==> src/rtl/ram_scan_reader.sv <==
`default_nettype none
// ============================================================================
// Module   : ram_scan_reader
// Purpose  : Frame-based multi-channel RAM sweep with latency-matched tagging.
// Revision : 1.0 - initial release
// ============================================================================
module ram_scan_reader #(
    parameter int ADDR_W  = 13,
    parameter int DATA_W  = 10,
    parameter int DEPTH   = 2048,
    parameter int CH_N    = 2,
    parameter int PERIOD  = 500_000,
    parameter int RAM_LAT = 1,
    parameter int CH_W    = (CH_N > 1) ? $clog2(CH_N) : 1
) (
    input  logic              clk,
    input  logic              rst_n,
    input  logic              mode,
    input  logic              trig,
    output logic              rd_en,
    output logic [ADDR_W-1:0] rd_ram,
    output logic [CH_W-1:0]   rd_ch,
    input  logic [DATA_W-1:0] q_ram,
    output logic [DATA_W-1:0] dout,
    output logic              dout_valid,
    output logic [CH_W-1:0]   dout_ch,
    output logic [ADDR_W-1:0] dout_idx,
    output logic              sof,
    output logic              eof,
    output logic              busy,
    output logic              flag,
    output logic              overrun
);

    localparam int TMR_W = (PERIOD > 1) ? $clog2(PERIOD) : 1;
    localparam int DRN_W = $clog2(RAM_LAT + 2);
    localparam logic [ADDR_W-1:0] c_LAST_ADDR = ADDR_W'(DEPTH - 1);
    localparam logic [CH_W-1:0]   c_LAST_CH   = CH_W'(CH_N - 1);
    localparam logic [TMR_W-1:0]  c_TMR_LAST  = TMR_W'(PERIOD - 1);
    localparam logic [DRN_W-1:0]  c_DRN_LAST  = DRN_W'(RAM_LAT);

    typedef enum logic [1:0] {
        S_IDLE  = 2'd0,
        S_READ  = 2'd1,
        S_DRAIN = 2'd2
    } state_t;

    state_t             r_state;
    state_t             w_state_next;
    logic [TMR_W-1:0]   r_timer;
    logic [ADDR_W-1:0]  r_addr;
    logic [CH_W-1:0]    r_ch;
    logic [DRN_W-1:0]   r_drn_cnt;
    logic               w_start;
    logic               w_first;
    logic               w_last;

    logic [RAM_LAT-1:0] r_p_en;
    logic [RAM_LAT-1:0] r_p_first;
    logic [RAM_LAT-1:0] r_p_last;
    logic [CH_W-1:0]    r_p_ch  [RAM_LAT];
    logic [ADDR_W-1:0]  r_p_idx [RAM_LAT];

    // Frame timer; single-shot mode parks it at 0 so a switch back fires at once.
    always_ff @(posedge clk or negedge rst_n) begin
        if (!rst_n) begin
            r_timer <= '0;
        end else if (mode || (r_timer == c_TMR_LAST)) begin
            r_timer <= '0;
        end else begin
            r_timer <= r_timer + TMR_W'(1);
        end
    end

    // Gated by rst_n so the tick is low while the block is held in reset.
    assign flag    = rst_n & ~mode & (r_timer == '0);
    assign w_start = mode ? trig : flag;
    assign w_first = (r_addr == '0) && (r_ch == '0);
    assign w_last  = (r_addr == c_LAST_ADDR) && (r_ch == c_LAST_CH);
    assign rd_ram  = r_addr;
    assign rd_ch   = r_ch;

    always_ff @(posedge clk or negedge rst_n) begin
        if (!rst_n) begin
            r_state <= S_IDLE;
        end else begin
            r_state <= w_state_next;
        end
    end

    always_comb begin
        w_state_next = r_state;
        rd_en        = 1'b0;
        busy         = 1'b0;
        case (r_state)
            S_IDLE: begin
                if (w_start) begin
                    w_state_next = S_READ;
                end
            end
            S_READ: begin
                rd_en = 1'b1;
                busy  = 1'b1;
                if (w_last) begin
                    w_state_next = S_DRAIN;
                end
            end
            S_DRAIN: begin
                busy = 1'b1;
                if (r_drn_cnt == c_DRN_LAST) begin
                    w_state_next = S_IDLE;
                end
            end
            default: w_state_next = S_IDLE;
        endcase
    end

    // Address and channel wrap back to 0 on the final word, leaving them 0 in IDLE.
    always_ff @(posedge clk or negedge rst_n) begin
        if (!rst_n) begin
            r_addr    <= '0;
            r_ch      <= '0;
            r_drn_cnt <= '0;
        end else begin
            if (r_state == S_READ) begin
                if (r_addr == c_LAST_ADDR) begin
                    r_addr <= '0;
                    r_ch   <= (r_ch == c_LAST_CH) ? '0 : r_ch + CH_W'(1);
                end else begin
                    r_addr <= r_addr + ADDR_W'(1);
                end
            end
            if (r_state == S_DRAIN) begin
                r_drn_cnt <= r_drn_cnt + DRN_W'(1);
            end else begin
                r_drn_cnt <= '0;
            end
        end
    end

    always_ff @(posedge clk or negedge rst_n) begin
        if (!rst_n) begin
            r_p_en    <= '0;
            r_p_first <= '0;
            r_p_last  <= '0;
            for (int i = 0; i < RAM_LAT; i++) begin
                r_p_ch[i]  <= '0;
                r_p_idx[i] <= '0;
            end
        end else begin
            r_p_en[0]    <= rd_en;
            r_p_first[0] <= rd_en & w_first;
            r_p_last[0]  <= rd_en & w_last;
            r_p_ch[0]    <= r_ch;
            r_p_idx[0]   <= r_addr;
            for (int i = 1; i < RAM_LAT; i++) begin
                r_p_en[i]    <= r_p_en[i-1];
                r_p_first[i] <= r_p_first[i-1];
                r_p_last[i]  <= r_p_last[i-1];
                r_p_ch[i]    <= r_p_ch[i-1];
                r_p_idx[i]   <= r_p_idx[i-1];
            end
        end
    end

    always_ff @(posedge clk or negedge rst_n) begin
        if (!rst_n) begin
            dout       <= '0;
            dout_valid <= 1'b0;
            dout_ch    <= '0;
            dout_idx   <= '0;
            sof        <= 1'b0;
            eof        <= 1'b0;
            overrun    <= 1'b0;
        end else begin
            dout_valid <= r_p_en[RAM_LAT-1];
            sof        <= r_p_en[RAM_LAT-1] & r_p_first[RAM_LAT-1];
            eof        <= r_p_en[RAM_LAT-1] & r_p_last[RAM_LAT-1];
            if (r_p_en[RAM_LAT-1]) begin
                dout     <= q_ram;
                dout_ch  <= r_p_ch[RAM_LAT-1];
                dout_idx <= r_p_idx[RAM_LAT-1];
            end
            if (busy && (flag || trig)) begin
                overrun <= 1'b1;
            end
        end
    end

endmodule
`default_nettype wire

==> config.mk <==
export PLATFORM = sky130hd
export DESIGN_NAME = ram_scan_reader
export DESIGN_NICKNAME = d
export VERILOG_FILES = /design/src/rtl/ram_scan_reader.sv
export SDC_FILE = /design/constraint.sdc
export NUM_CORES = 1
export LEC_CHECK = 0
export BUFFER_PORTS_ARGS = -buffer_cell sky130_fd_sc_hd__buf_2
export CAP_MARGIN = 20
export CORE_AREA = 2 2 95 97
export DETAILED_ROUTE_END_ITERATION = 10
export DIE_AREA = 0 0 97 99
export PLACE_DENSITY = 0.58
export SLEW_MARGIN = 20
export SYNTH_ARGS = -nofsm -noshare
export SYNTH_HDL_FRONTEND = slang
export SYNTH_SLANG_ARGS = --single-unit
==> constraint.sdc <==
create_clock -name clk -period 4.2 [get_ports clk]
set_clock_uncertainty 0.15 [all_clocks]
set_input_delay 0.42 -clock clk [delete_from_list [all_inputs] [get_ports clk]]
set_output_delay 0.42 -clock clk [all_outputs]
set_load 0.005 [all_outputs]
After elaboration in Yosys (flattened, before gate mapping). Index checks and enable logic that the tools add are counted.

$add $sub $neg: 4. Equal/unequal tests: 8. Mux-type cells: 11. Reduce and logical (&&, ||, !) cells: 11. Bitwise logic cells: 8.

Operators by type and width (number): $add A19 B1 Y19 const B (1); $eq A19 B19 Y1 const B (1); $logic_not A19 Y1 (1); $mux W19 (1); $add A13 B1 Y13 const B (1); $eq A13 B11 Y1 const B (1); $logic_not A13 Y1 (1); $mux W13 (1); $mux W2 (4); $and A1 B1 Y1 (6); $ne A2 B2 Y1 const B (3); $pmux W2 S3 (1); $eq A2 B1 Y1 const B (2); $mux W1 (4); $logic_and A1 B1 Y1 (3); $reduce_and A3 Y1 (1); $add A2 B1 Y2 const B (1); $eq A2 B2 Y1 const B (1); $logic_not A2 Y1 (1); $logic_or A1 B1 Y1 (2); $not A1 Y1 (2); $reduce_and A2 Y1 (1); $reduce_or A2 Y1 (1); $add A1 B1 Y1 const B (1).

Bits in registers: 82. Input port bits: 14. Output and inout bits: 45.

Depth between registers and ports, before layout. Gate-level depths: netlist of the first run.

Depth in word-level cells: 6. Gate-level depth with buffers: 8. Gate-level depth less buffers: 6.

Worst setup path before layout of the first run. OpenSTA, ideal clock, no wires.

Kind: reg-to-reg. Start: register r_state[1]. End: register r_ch (netlist: rd_ch). Setup time: 0.079 ns. Buffers on the path: 2. Stages on the path, launching flop included: 9. Data required time: 3.971 ns. Slack: 2.177 ns. Data arrival time: 1.794 ns. Cells stage by stage: dfrtp_1 -> inv_1 -> ha_1 -> clkbuf_1 -> nand2_1 -> nor3_1 -> and2_1 -> buf_2 -> xor2_1.

Longest elaborated chain between the ends: 2.

RTL lines: start: declaration (RTL line 48) `state_t r_state;`; start signal: assignment (RTL line 87) `r_state <= w_state_next;`; $eq A2 B1 Y1 (RTL line 125) `if (r_state == S_READ) begin`; $reduce_and A2 Y1 (no line); end signal: assignment (RTL line 128) `r_ch <= (r_ch == c_LAST_CH) ? '0 : r_ch + CH_W'(1);`; end: declaration (RTL line 52) `logic [CH_W-1:0] r_ch;`.

Every way passes these cells. A chain may end at the register's enable or synchronous reset.

Final worst setup path of the first run.
Start: input port rst_n. End: output port flag.

Longest elaborated chain between the ends: 2.

RTL lines: start: declaration (RTL line 17) `input logic rst_n,`; $and A1 B1 Y1 (2 in series) (RTL line 76) `assign flag = rst_n & ~mode & (r_timer == '0);`; end: declaration (RTL line 31) `output logic flag,`.

Every way passes these cells.

==> results by group, run 1 <==
Floorplanning
  – Die width: 97 um
  – Number of placement rows: 34
  – Initial Util: 40.4%
  – I/O pins: 59
  – Die height: 99 um
  – Core area: 8550 sq um
  – Die area: 9600 sq um

Placement
  – DP HPWL: 4520 um
  – IO buf count: 58
  – Post-placement cell count: 446
  – Place WS: 1.84 ns
  – RePlAce Congestion: 0.817
  – Placement-stage cell area: 3850 sq um

Yosys
  – Ys Warns: 0
  – Syn nets: 310
  – Seq/Total Area, Yosys: 59.4%
  – Mean post-synth cell area: 12.0 sq um
  – Leading area contributor after synthesis: dfrtp_1
  – Synth top area share: 59.4%
  – Synth top area cells: dfrtp_1 59%, mux2_2 7.8%, xnor2_1 4.3%
  – Post-synth EDFFs: 0
  – Mapped Cells: 288
  – Post-synthesis cell type count: 39
  – Post-Syn Area: 3460 sq um
  – Synth async-reset ratio: 100%
  – Top FF cell, synth: dfrtp_1
  – Seq cells post-synth: 82

Final layout
  – Area growth syn-to-layout: 17.5%
  – Most common cell after layout, fill and taps aside: dfrtp_1
  – Ratio of cells with drive above 1 in the final layout: 29.6%
  – Post-route cell area: 4060 sq um
  – Finished Core Util: 47.5%
  – Post-layout nets: 372
  – Most frequent cells in the layout: 81 x dfrtp_1, 57 x buf_2, 27 x nor2_1, 24 x mux2_2
  – Post-route insts no fill: 463
  – Antenna cells: 0

Setup path
  – Slowest cell on crit path: dlygate4sd3_1
  – Type of origin of the critical path: primary input
  – Cell breakdown of the critical path: dlygate4sd3_1, buf_4, nand3_1, nor3_1, buf_2
  – Worst Setup Path Type: primary input to primary output
  – Max incr delay on CP: 0.52 ns
  – CP Max Fanout: 32
  – CP endpoint kind: primary output
  – Crit path DAT: 1.91 ns
  – CP Data Required Time: 3.63 ns

Timing
  – Fmax: 0.404 GHz
  – Final max-slew violation count: 0
  – Setup ws final: 1.72 ns
  – Slew margin rel.: 39.2%
  – Setup TNS: 0 ns
  – Crit path time final: 2.48 ns
  – RSZ-0062 raised after global routing: false
  – Final setup viols: 0
  – Worst hold slack: 0.139 ns
  – Fin. Hold Viols: 0
  – Tcrit/Tclk final: 59.0%
  – Worst-margin pin slew: 0.909 ns

Route
  – Pre-Repair DR Iteration Count: 4
  – WL final: 6510 um
  – Routed Antenna Nets: 0
  – Via/cell ratio: 5.03
  – Via Count: 2,330
  – DRC Markers: 0
  – Wire per inst: 14.1 um
  – 1st-iter DRT viols: 66

CTS
  – CTS Buffer Depth: 2
  – Num CTS Buffers: 9
  – Clk slew on worst S/H paths: 0.09 ns
  – Post-CTS Setup Bufs: 0
  – # clock sinks: 82
  – H-tree depth: 3
  – CTS tree: done
  – Root Buffer: clkbuf_8
  – Clock network latency to the later pin of the worst-skew pair: 0.35 ns

Worst hold path
  – Worst hold path class: primary input to register

GRT
  – Largest net degree at the start of global routing: 53
  – GRT Total Usage: 14.6%
  – Total gr overflow: 0
  – First-pass GRT wire length: 11,300 um
  – Initial antenna violation count: 0
  – Vias in the first global route: 2,256

Run
  – Max cap viols: 0

Pwr
  – P_leak: 1.93 nW
  – Sequential share of power: 51.4%
  – Net Sw Frac: 30.1%
  – Clock share of power: 27.3%
  – Power per Cell Area: 524 nW/um^2
  – Net Switching: 641 uW
  – Peak VDD IR: 0.169 mV
  – Gate power share: 21.3%
  – Pint: 1.49 mW
  – Power Total: 2.13 mW

Run status
  – Status: completed
-- repair_timing --
action / CTS / global route
resized for setup: 0 / 0
hold endpoints to repair: 30 / 0
hold buffers: 1 / 0
-- layout make-up --
cell class,count,area (sq um)
fillers,800,4490
flip-flops and latches,82,2050
multi-input cells,180,1300
repair buffers,60,310
well taps,108,135
clock buffers,9,124
clock inverters,7,76.3
inverters,17,63.8
-- per-layer routing --
| metal | routed length [um] | share of wire [%] | global-route usage [%] | vias up |
|---|---|---|---|---|
| met5 | 0 | 0 | 0 | - |
| met4 | 72 | 1.1 | 4.33 | 0 |
| met3 | 295 | 4.5 | 4.40 | 9 |
| met2 | 2900 | 45 | 21.8 | 44 |
| met1 | 3240 | 50 | 20.7 | 1141 |
| li1 | - | - | - | 1136 |
-- critical path, delay by kind of cell --
kind / cells / cell delay [ns]
buf+inv: 3 / 1.02
simple gates: 2 / 0.44
-- path summary, 6_finish.rpt --
check / slack (ns) / to / depth (start not counted) / from
worst min-delay path: 0.14 / dout[9] / 2 / q_ram[9]
worst max-delay path: 1.72 / flag / 5 / rst_n
worst max register to register: 1.90 / r_timer[12] / 4 / r_timer[11]
max in group asynchronous: 2.54 / r_p_idx[8] / 3 / rst_n
worst min register to register: 0.29 / r_drn_cnt[0] / 1 / r_drn_cnt[0]
min in group asynchronous: 0.37 / dout[9] / 2 / rst_n
-- sequential cells by signal (all words and copies together) (netlist names), 2 cells and up --
| register | count |
|---|---|
| dout | 10 |
| dout_idx | 13 |
| r_drn_cnt | 2 |
| r_p_idx | 13 |
| r_state | 2 |
| r_timer | 19 |
| rd_ram | 13 |
-- power by group through the flow --
stage / clock (mW) / combinational, mW / sequential, mW
final: 0.582 / 0.453 / 1.09
after global routing: 0.644 / 0.506 / 1.12
after CTS: 0.603 / 0.465 / 1.10
after detailed placement: 0 / 0.463 / 1.11
after global placement: 0 / 0.457 / 1.11
after floorplan: 0 / 0.306 / 1.06
-- synthesized netlist by cell type (2+ instances only) --
library cell and count:
and2_1 4, nor3_1 7, nor4_1 14, xnor2_1 17, and3_1 5, nor2_1 27
a21oi_1 6, nand2_1 13, dfrtp_1 82, mux2i_1 2, or4_1 4, o31ai_1 4
ha_1 8, mux2_2 24, nand4_1 7, inv_1 17, nor2b_1 3, or3_1 2
buf_2 4, o21ai_0 3, xor2_1 7, nand3_1 9, clkbuf_1 3
-- cell families (layout without fill, tap and decap cells) --
family / Yosys count / count (layout) / synth area share [%]
AND/OR/NAND/NOR: 102 / 102 / 15.7
flip-flops: 82 / 82 / 59.4
multiplexers: 26 / 26 / 8.40
buffers and inverters: 26 / 93 / 3.08
XOR/XNOR: 24 / 24 / 6.08
AO/OA/AOI/OAI: 20 / 20 / 4.49
adder cells (fa/ha/maj): 8 / 8 / 2.90
Note: power is estimated with default switching activity, not from simulation.
==> run 2, diff against run 1 <==
==> constraint.sdc (replaced) <==
create_clock -name clk -period 2.5 [get_ports clk]
set_clock_uncertainty 0.15 [all_clocks]
set_input_delay 0.25 -clock clk [delete_from_list [all_inputs] [get_ports clk]]
set_output_delay 0.25 -clock clk [all_outputs]
set_load 0.005 [all_outputs]
==> results by group, run 2 (synthesis gave the netlist of run 1 again) <==
Run status
  – Status: completed

Worst hold path
  – Hold Path Stages: 4 (+2)
  – Hold_sp: trig
  – Hold path endpoint: overrun
  – Worst hold path class: primary input to register

Timing
  – Fmax: 0.463 GHz
  – Fin. Hold Viols: 0 (unchanged)
  – Setup ws final: 0.340 ns (-1.38 ns)
  – Final setup viols: 0 (unchanged)
  – Slew margin rel.: 64.1% (+25 points)
  – Worst-margin pin slew: 0.533 ns (-0.376 ns)
  – Tcrit/Tclk final: 86.4%
  – Final max-slew violation count: 0 (unchanged)
  – Crit path time final: 2.16 ns
  – Setup TNS: 0 ns (unchanged)
  – RSZ-0062 raised after global routing: false
  – Worst hold slack: 0.0975 ns (-0.0412 ns)

Setup path
  – Buf+Inv Stages, Crit Path: 1 (-2)
  – CP Data Required Time: 2.62 ns (-1.01 ns)
  – Reg-to-Reg End: rd_ch
  – CP Max Fanout: 11 (-66%)
  – Max incr delay on CP: 0.40 ns (-0.12 ns)
  – Cell breakdown of the critical path: inv_1, ha_1, nand2_1, nor3_1, and2_1, xor2_1
  – Slowest cell on crit path: dfrtp_1
  – Type of origin of the critical path: register
  – Setup slack, reg-to-reg: 0.34 ns (-1.56 ns)
  – CP endpoint kind: register
  – Worst r2r path cells: 6 (+2)
  – R2r startpoint: r_state[1]
  – Crit path DAT: 2.28 ns (+0.37 ns)
  – Crit path max-delay family: simple AND/OR/NAND/NOR gates
  – Worst Setup Path Type: register to register

CTS
  – Clock network latency to the later pin of the worst-skew pair: 0.34 ns (about the same)
  – Post-CTS Setup Bufs: 0 (unchanged)
  – CTS tree: done
  – Clk slew on worst S/H paths: 0.08 ns (about the same)
  – H-tree depth: 3 (unchanged)
  – CTS Buffer Depth: 2 (unchanged)
  – Root Buffer: clkbuf_8
  – # clock sinks: 82 (unchanged)
  – Num CTS Buffers: 9 (unchanged)

Placement
  – Place WS: 0.336 ns (-1.51 ns)
  – RePlAce Congestion: 0.822 (+0.53%)
  – DP HPWL: 4400 um (-2.6%)
  – IO buf count: 58 (unchanged)

Pwr
  – Power per Cell Area: 851 nW/um^2 (+62%)
  – Peak VDD IR: 0.385 mV (+130%)
  – P_leak: 1.99 nW (+2.9%)
  – Net Sw Frac: 29.5% (-0.66 points)
  – Sequential share of power: 49.3% (-2.1 points)
  – Pint: 2.51 mW (+69%)
  – Gate power share: 24.5% (+3.2 points)
  – Net Switching: 1.05 mW (+64%)
  – Clock share of power: 26.1% (-1.2 points)

Floorplanning
  – Die area: 9600 sq um (unchanged)
  – Number of placement rows: 34 (unchanged)
  – I/O pins: 59 (unchanged)
  – Core area: 8550 sq um (unchanged)
  – Die width: 97 um (unchanged)
  – Initial Util: 40.4% (unchanged)
  – Die height: 99 um (unchanged)

GRT
  – Total gr overflow: 0 (unchanged)
  – Largest net degree at the start of global routing: 83 (+57%)
  – GRT Total Usage: 14.5% (-0.10 points)
  – Vias in the first global route: 2,304 (+2.1%)
  – First-pass GRT wire length: 11,300 um (+0.19%)
  – Initial antenna violation count: 0 (unchanged)

Run
  – Max cap viols: 0 (unchanged)

Route
  – DRC Markers: 0 (unchanged)
  – WL final: 6520 um (+0.12%)
  – Routed Antenna Nets: 0 (unchanged)
  – Wire per inst: 13.7 um (-2.4%)
  – Via Count: 2,342 (+0.52%)
  – 1st-iter DRT viols: 47 (-29%)
  – Via/cell ratio: 4.93 (-2.0%)
  – Pre-Repair DR Iteration Count: 4 (unchanged)

Final layout
  – Post-layout nets: 385 (+3.5%)
  – Most frequent cells in the layout: 82 x dfrtp_1, 57 x buf_2, 27 x nor2_1, 24 x mux2_2
  – Ratio of cells with drive above 1 in the final layout: 28.6% (-0.97 points)
  – Area growth syn-to-layout: 21.2%
  – Largest reg by FF count: r_timer
  – Max reg flops: 19 (unchanged)
  – Antenna cells: 0 (unchanged)
  – Most common cell after layout, fill and taps aside: dfrtp_1
-- run 2: cell types whose count changed in the layout (fill, tap and decap cells not counted) --
cell / previous run / this run
dlygate4sd3_1: 1 / 12
inv_6: 3 / 1
buf_12: 0 / 1
buf_4: 2 / 3
clkinv_4: 0 / 1
dfrtp_1: 81 / 82
dfrtp_2: 1 / 0
-- run 2: final cells by class --
cell class / instances / area [sq um]
Timing Repair Buffer: 73 / 448
Clock buffer: 9 / 124
Fill cell: 777 / 4360
Sequential cell: 82 / 2050
Multi-Input combinational cell: 180 / 1300
Tap cell: 108 / 135
Inverter: 17 / 63.8
Clock inverter: 6 / 67.6
-- run 2: worst max-delay path by stage --
stage	startpoint	endpoint	cells after the start
after floorplan	r_state[1]	rd_ch	8
after global placement	r_state[1]	rd_ch	6
after detailed placement	r_state[1]	rd_ch	6
after CTS	r_state[1]	rd_ch	6
after global routing	r_state[1]	rd_ch	6
final	r_state[1]	rd_ch	6
-- run 2: tightest hold or removal path, stage by stage --
cell and delay, ns:
buf_2 0.09, inv_1 0.04, o31ai_1 0.06, a21o_1 0.11
-- run 2: what timing repair did --
item	4_1_cts	5_1_grt
hold endpoints to repair	94	0
gates resized for setup	0	0
hold buffers	12	0
endpoints found under the setup margin	0	0
-- run 2: metrics by stage --
step	utilization, %	cells	total power, mW	instance area (sq um)
2_1_floorplan	-	288	2.29	3460
3_3_place_gp	45.3	448	2.64	3880
3_5_place_dp	45.3	448	2.66	3880
4_1_cts	49.0	475	3.62	4190
5_1_grt	49.0	475	3.82	4190
6_report	49.0	475	3.56	4190
-- run 2: power by group through the flow --
stage | Combinational (mW) | Clock (mW) | Sequential, mW
detailed placement | 0.877 | 0 | 1.79
global route | 0.986 | 1.02 | 1.81
floorplan | 0.514 | 0 | 1.78
global placement | 0.867 | 0 | 1.78
finish | 0.873 | 0.931 | 1.76
CTS | 0.894 | 0.966 | 1.76
-- run 2: routing by layer --
metal / share of wire [%] / vias up / global-route usage [%]
li1: - / 1158 / -
met1: 49 / 1116 / 19.6
met2: 45 / 57 / 22.5
met3: 4.0 / 11 / 2.91
met4: 2.0 / 0 / 6.83
met5: 0 / - / 0
==> run 3, diff against run 2 <==
--- a/config.mk
+++ b/config.mk
@@ -5,12 +5,14 @@
 export SDC_FILE = /design/constraint.sdc
 export NUM_CORES = 1
 export LEC_CHECK = 0
-export BUFFER_PORTS_ARGS = -buffer_cell sky130_fd_sc_hd__buf_2
+export ABC_CLOCK_PERIOD_IN_PS = 2500
+export BUFFER_PORTS_ARGS = -buffer_cell sky130_fd_sc_hd__clkbuf_2
 export CAP_MARGIN = 20
 export CORE_AREA = 2 2 95 97
 export DETAILED_ROUTE_END_ITERATION = 10
 export DIE_AREA = 0 0 97 99
 export PLACE_DENSITY = 0.58
+export SETUP_SLACK_MARGIN = 0.4
 export SLEW_MARGIN = 20
 export SYNTH_ARGS = -nofsm -noshare
 export SYNTH_HDL_FRONTEND = slang
==> results by group, run 3 (synthesis gave the netlist of run 1 again) <==
Run status
  – Status: completed

Worst hold path
  – Worst hold path class: primary input to register

Final layout
  – Antenna cells: 0 (unchanged)
  – Most common cell after layout, fill and taps aside: dfrtp_1
  – Max reg flops: 19 (unchanged)
  – Ratio of cells with drive above 1 in the final layout: 31.0% (+2.4 points)
  – FILL cells: 792 (+1.9%)
  – Most frequent cells in the layout: 82 x dfrtp_1, 57 x clkbuf_2, 27 x nor2_1, 24 x mux2_2
  – Post-layout nets: 390 (+1.3%)
  – Largest reg by FF count: r_timer
  – Finished Core Util: 49.7% (+0.76 points)
  – Area growth syn-to-layout: 23.1%

CTS
  – Clk slew on worst S/H paths: 0.08 ns (about the same)
  – # clock sinks: 82 (unchanged)
  – CTS tree: done
  – Clock network latency to the later pin of the worst-skew pair: 0.34 ns (about the same)
  – CTS Buffer Depth: 2 (unchanged)
  – H-tree depth: 3 (unchanged)
  – Num CTS Buffers: 9 (unchanged)
  – Root Buffer: clkbuf_8

Timing
  – Crit path time final: 1.99 ns (-0.168 ns)
  – Final max-slew violation count: 0 (unchanged)
  – Setup ws final: 0.507 ns (+0.168 ns)
  – Fmax: 0.502 GHz (+8.4%)
  – Setup TNS: 0 ns (unchanged)
  – Fin. Hold Viols: 0 (unchanged)
  – Final setup viols: 0 (unchanged)
  – RSZ-0062 raised after global routing: false
  – Slew margin rel.: 64.4% (+0.33 points)
  – Tcrit/Tclk final: 79.7% (-6.7 points)
  – Worst-margin pin slew: 0.533 ns (-0.00000173 ns)

Route
  – 1st-iter DRT viols: 52 (+11%)
  – Wire per inst: 14.3 um (+4.1%)
  – Routed Antenna Nets: 0 (unchanged)
  – Via/cell ratio: 4.97 (+0.90%)
  – Via Count: 2,383 (+1.8%)
  – Pre-Repair DR Iteration Count: 4 (unchanged)
  – WL final: 6840 um (+5.0%)
  – DRC Markers: 0 (unchanged)

GRT
  – Vias in the first global route: 2,340 (+1.6%)
  – Initial antenna violation count: 0 (unchanged)
  – Met1 Usage GRT: 20.4% (+0.77 points)
  – Largest net degree at the start of global routing: 32 (-61%)
  – Met3 usage: 4.40% (+1.5 points)
  – GRT Total Usage: 15.0% (+0.57 points)
  – Met2 usage in global routing: 23.5% (+0.96 points)
  – First-pass GRT wire length: 11,600 um (+2.7%)
  – Total gr overflow: 0 (unchanged)
  – Busiest grt layer: met2

Pwr
  – Peak VDD IR: 0.378 mV (-1.9%)
  – Sequential share of power: 48.9% (-0.4 points)
  – Net Switching: 1.04 mW (-0.72%)
  – Gate power share: 24.6% (about the same)
  – Pint: 2.56 mW (+2.0%)
  – Clock share of power: 26.5% (+0.4 points)
  – Power per Cell Area: 847 nW/um^2 (-0.38%)
  – P_leak: 2.01 nW (+0.85%)
  – Net Sw Frac: 28.9% (-0.55 points)

Floorplanning
  – Die width: 97 um (unchanged)
  – Die area: 9600 sq um (unchanged)
  – Die height: 99 um (unchanged)
  – Initial Util: 40.4% (unchanged)
  – Number of placement rows: 34 (unchanged)
  – Core area: 8550 sq um (unchanged)
  – I/O pins: 59 (unchanged)

Setup path
  – Crit path DAT: 1.59 ns (-0.69 ns)
  – Type of origin of the critical path: register
  – CP endpoint kind: primary output
  – CP Max Fanout: 3 (-8)
  – CP Data Required Time: 2.10 ns (-0.52 ns)
  – Cell breakdown of the critical path: nor4_2, nand2_1, nor3_2, clkbuf_2
  – Worst Setup Path Type: register to primary output
  – Max incr delay on CP: 0.43 ns (+0.03 ns)
  – Slowest cell on crit path: dfrtp_1

Placement
  – DP HPWL: 4500 um (+2.4%)
  – IO buf count: 58 (unchanged)
  – Place WS: 0.310 ns (-0.0262 ns)
  – RePlAce Congestion: 0.837 (+1.8%)

Run
  – Max cap viols: 0 (unchanged)
run 3: cell count changes in the layout (fill, tap and decap cells not counted), sizes merged:
cell	previous run	this run
dlygate4sd3	12	13
clkinv	2	0
buf	61	8
clkinvlp	2	1
inv	18	17
clkbuf	9	69
run 3: worst paths after layout:
| check | from | endpoint | slack (ns) | depth (start not counted) |
|---|---|---|---|---|
| min in group asynchronous | rst_n | r_p_idx[9] | 0.41 | 3 |
| worst min-delay path | trig | overrun | 0.08 | 4 |
| worst max-delay path | r_timer[14] | flag | 0.51 | 4 |
| worst min register to register | r_drn_cnt[0] | r_drn_cnt[0] | 0.29 | 1 |
| max in group asynchronous | rst_n | rd_ram[2] | 0.81 | 4 |
| worst max register to register | r_timer[14] | r_timer[5] | 0.51 | 6 |
run 3: through the flow:
stage / hold slack, ns / cells / instance area, sq um / total power [mW]
floorplan: -0.196 / 288 / 3460 / 2.29
global placement: 0.0460 / 449 / 3870 / 2.65
detailed placement: 0.0444 / 449 / 3870 / 2.67
CTS: 0.0601 / 477 / 4210 / 3.65
global route: 0.0930 / 479 / 4250 / 3.84
finish: 0.0829 / 479 / 4250 / 3.60
run 3: worst max-delay path: cells and delay by family, from the launching register on:
family / cells / cell delay, ns
buffers and inverters: 1 / 0.14
DFF: 1 / 0.43
and+or+nand+nor: 3 / 0.68
run 3: routing by layer:
layer	share of wire [%]	wire length, um
met5	0	0
met4	1.3	89
met3	5.2	354
met2	47	3200
met1	47	3200
run 3: repair_timing:
item                                   CTS  global route
pin swaps                                1             1
endpoints found under the hold margin   37            25
hold buffers                            13             1
resized for setup                        1             7
buffers inserted                         1             1
setup endpoints to repair                8            29
run 3: area by class of cell:
class,instances,area (sq um),share of cell area [%]
inverter,17,63.8,1.50
tap,108,135,3.18
clock buffer,12,155,3.65
sequential,82,2050,48.2
multi-input combinational,180,1340,31.4
clock inverter,2,37.5,0.883
timing repair buffer,78,473,11.1
run 3: power by group through the flow:
stage               Combinational (mW)  Clock [mW]  Sequential [mW]
global route                     0.980        1.05             1.81
CTS                              0.898       0.991             1.77
global placement                 0.867           0             1.78
detailed placement               0.873           0             1.79
floorplan                        0.514           0             1.78
finish                           0.885       0.954             1.76
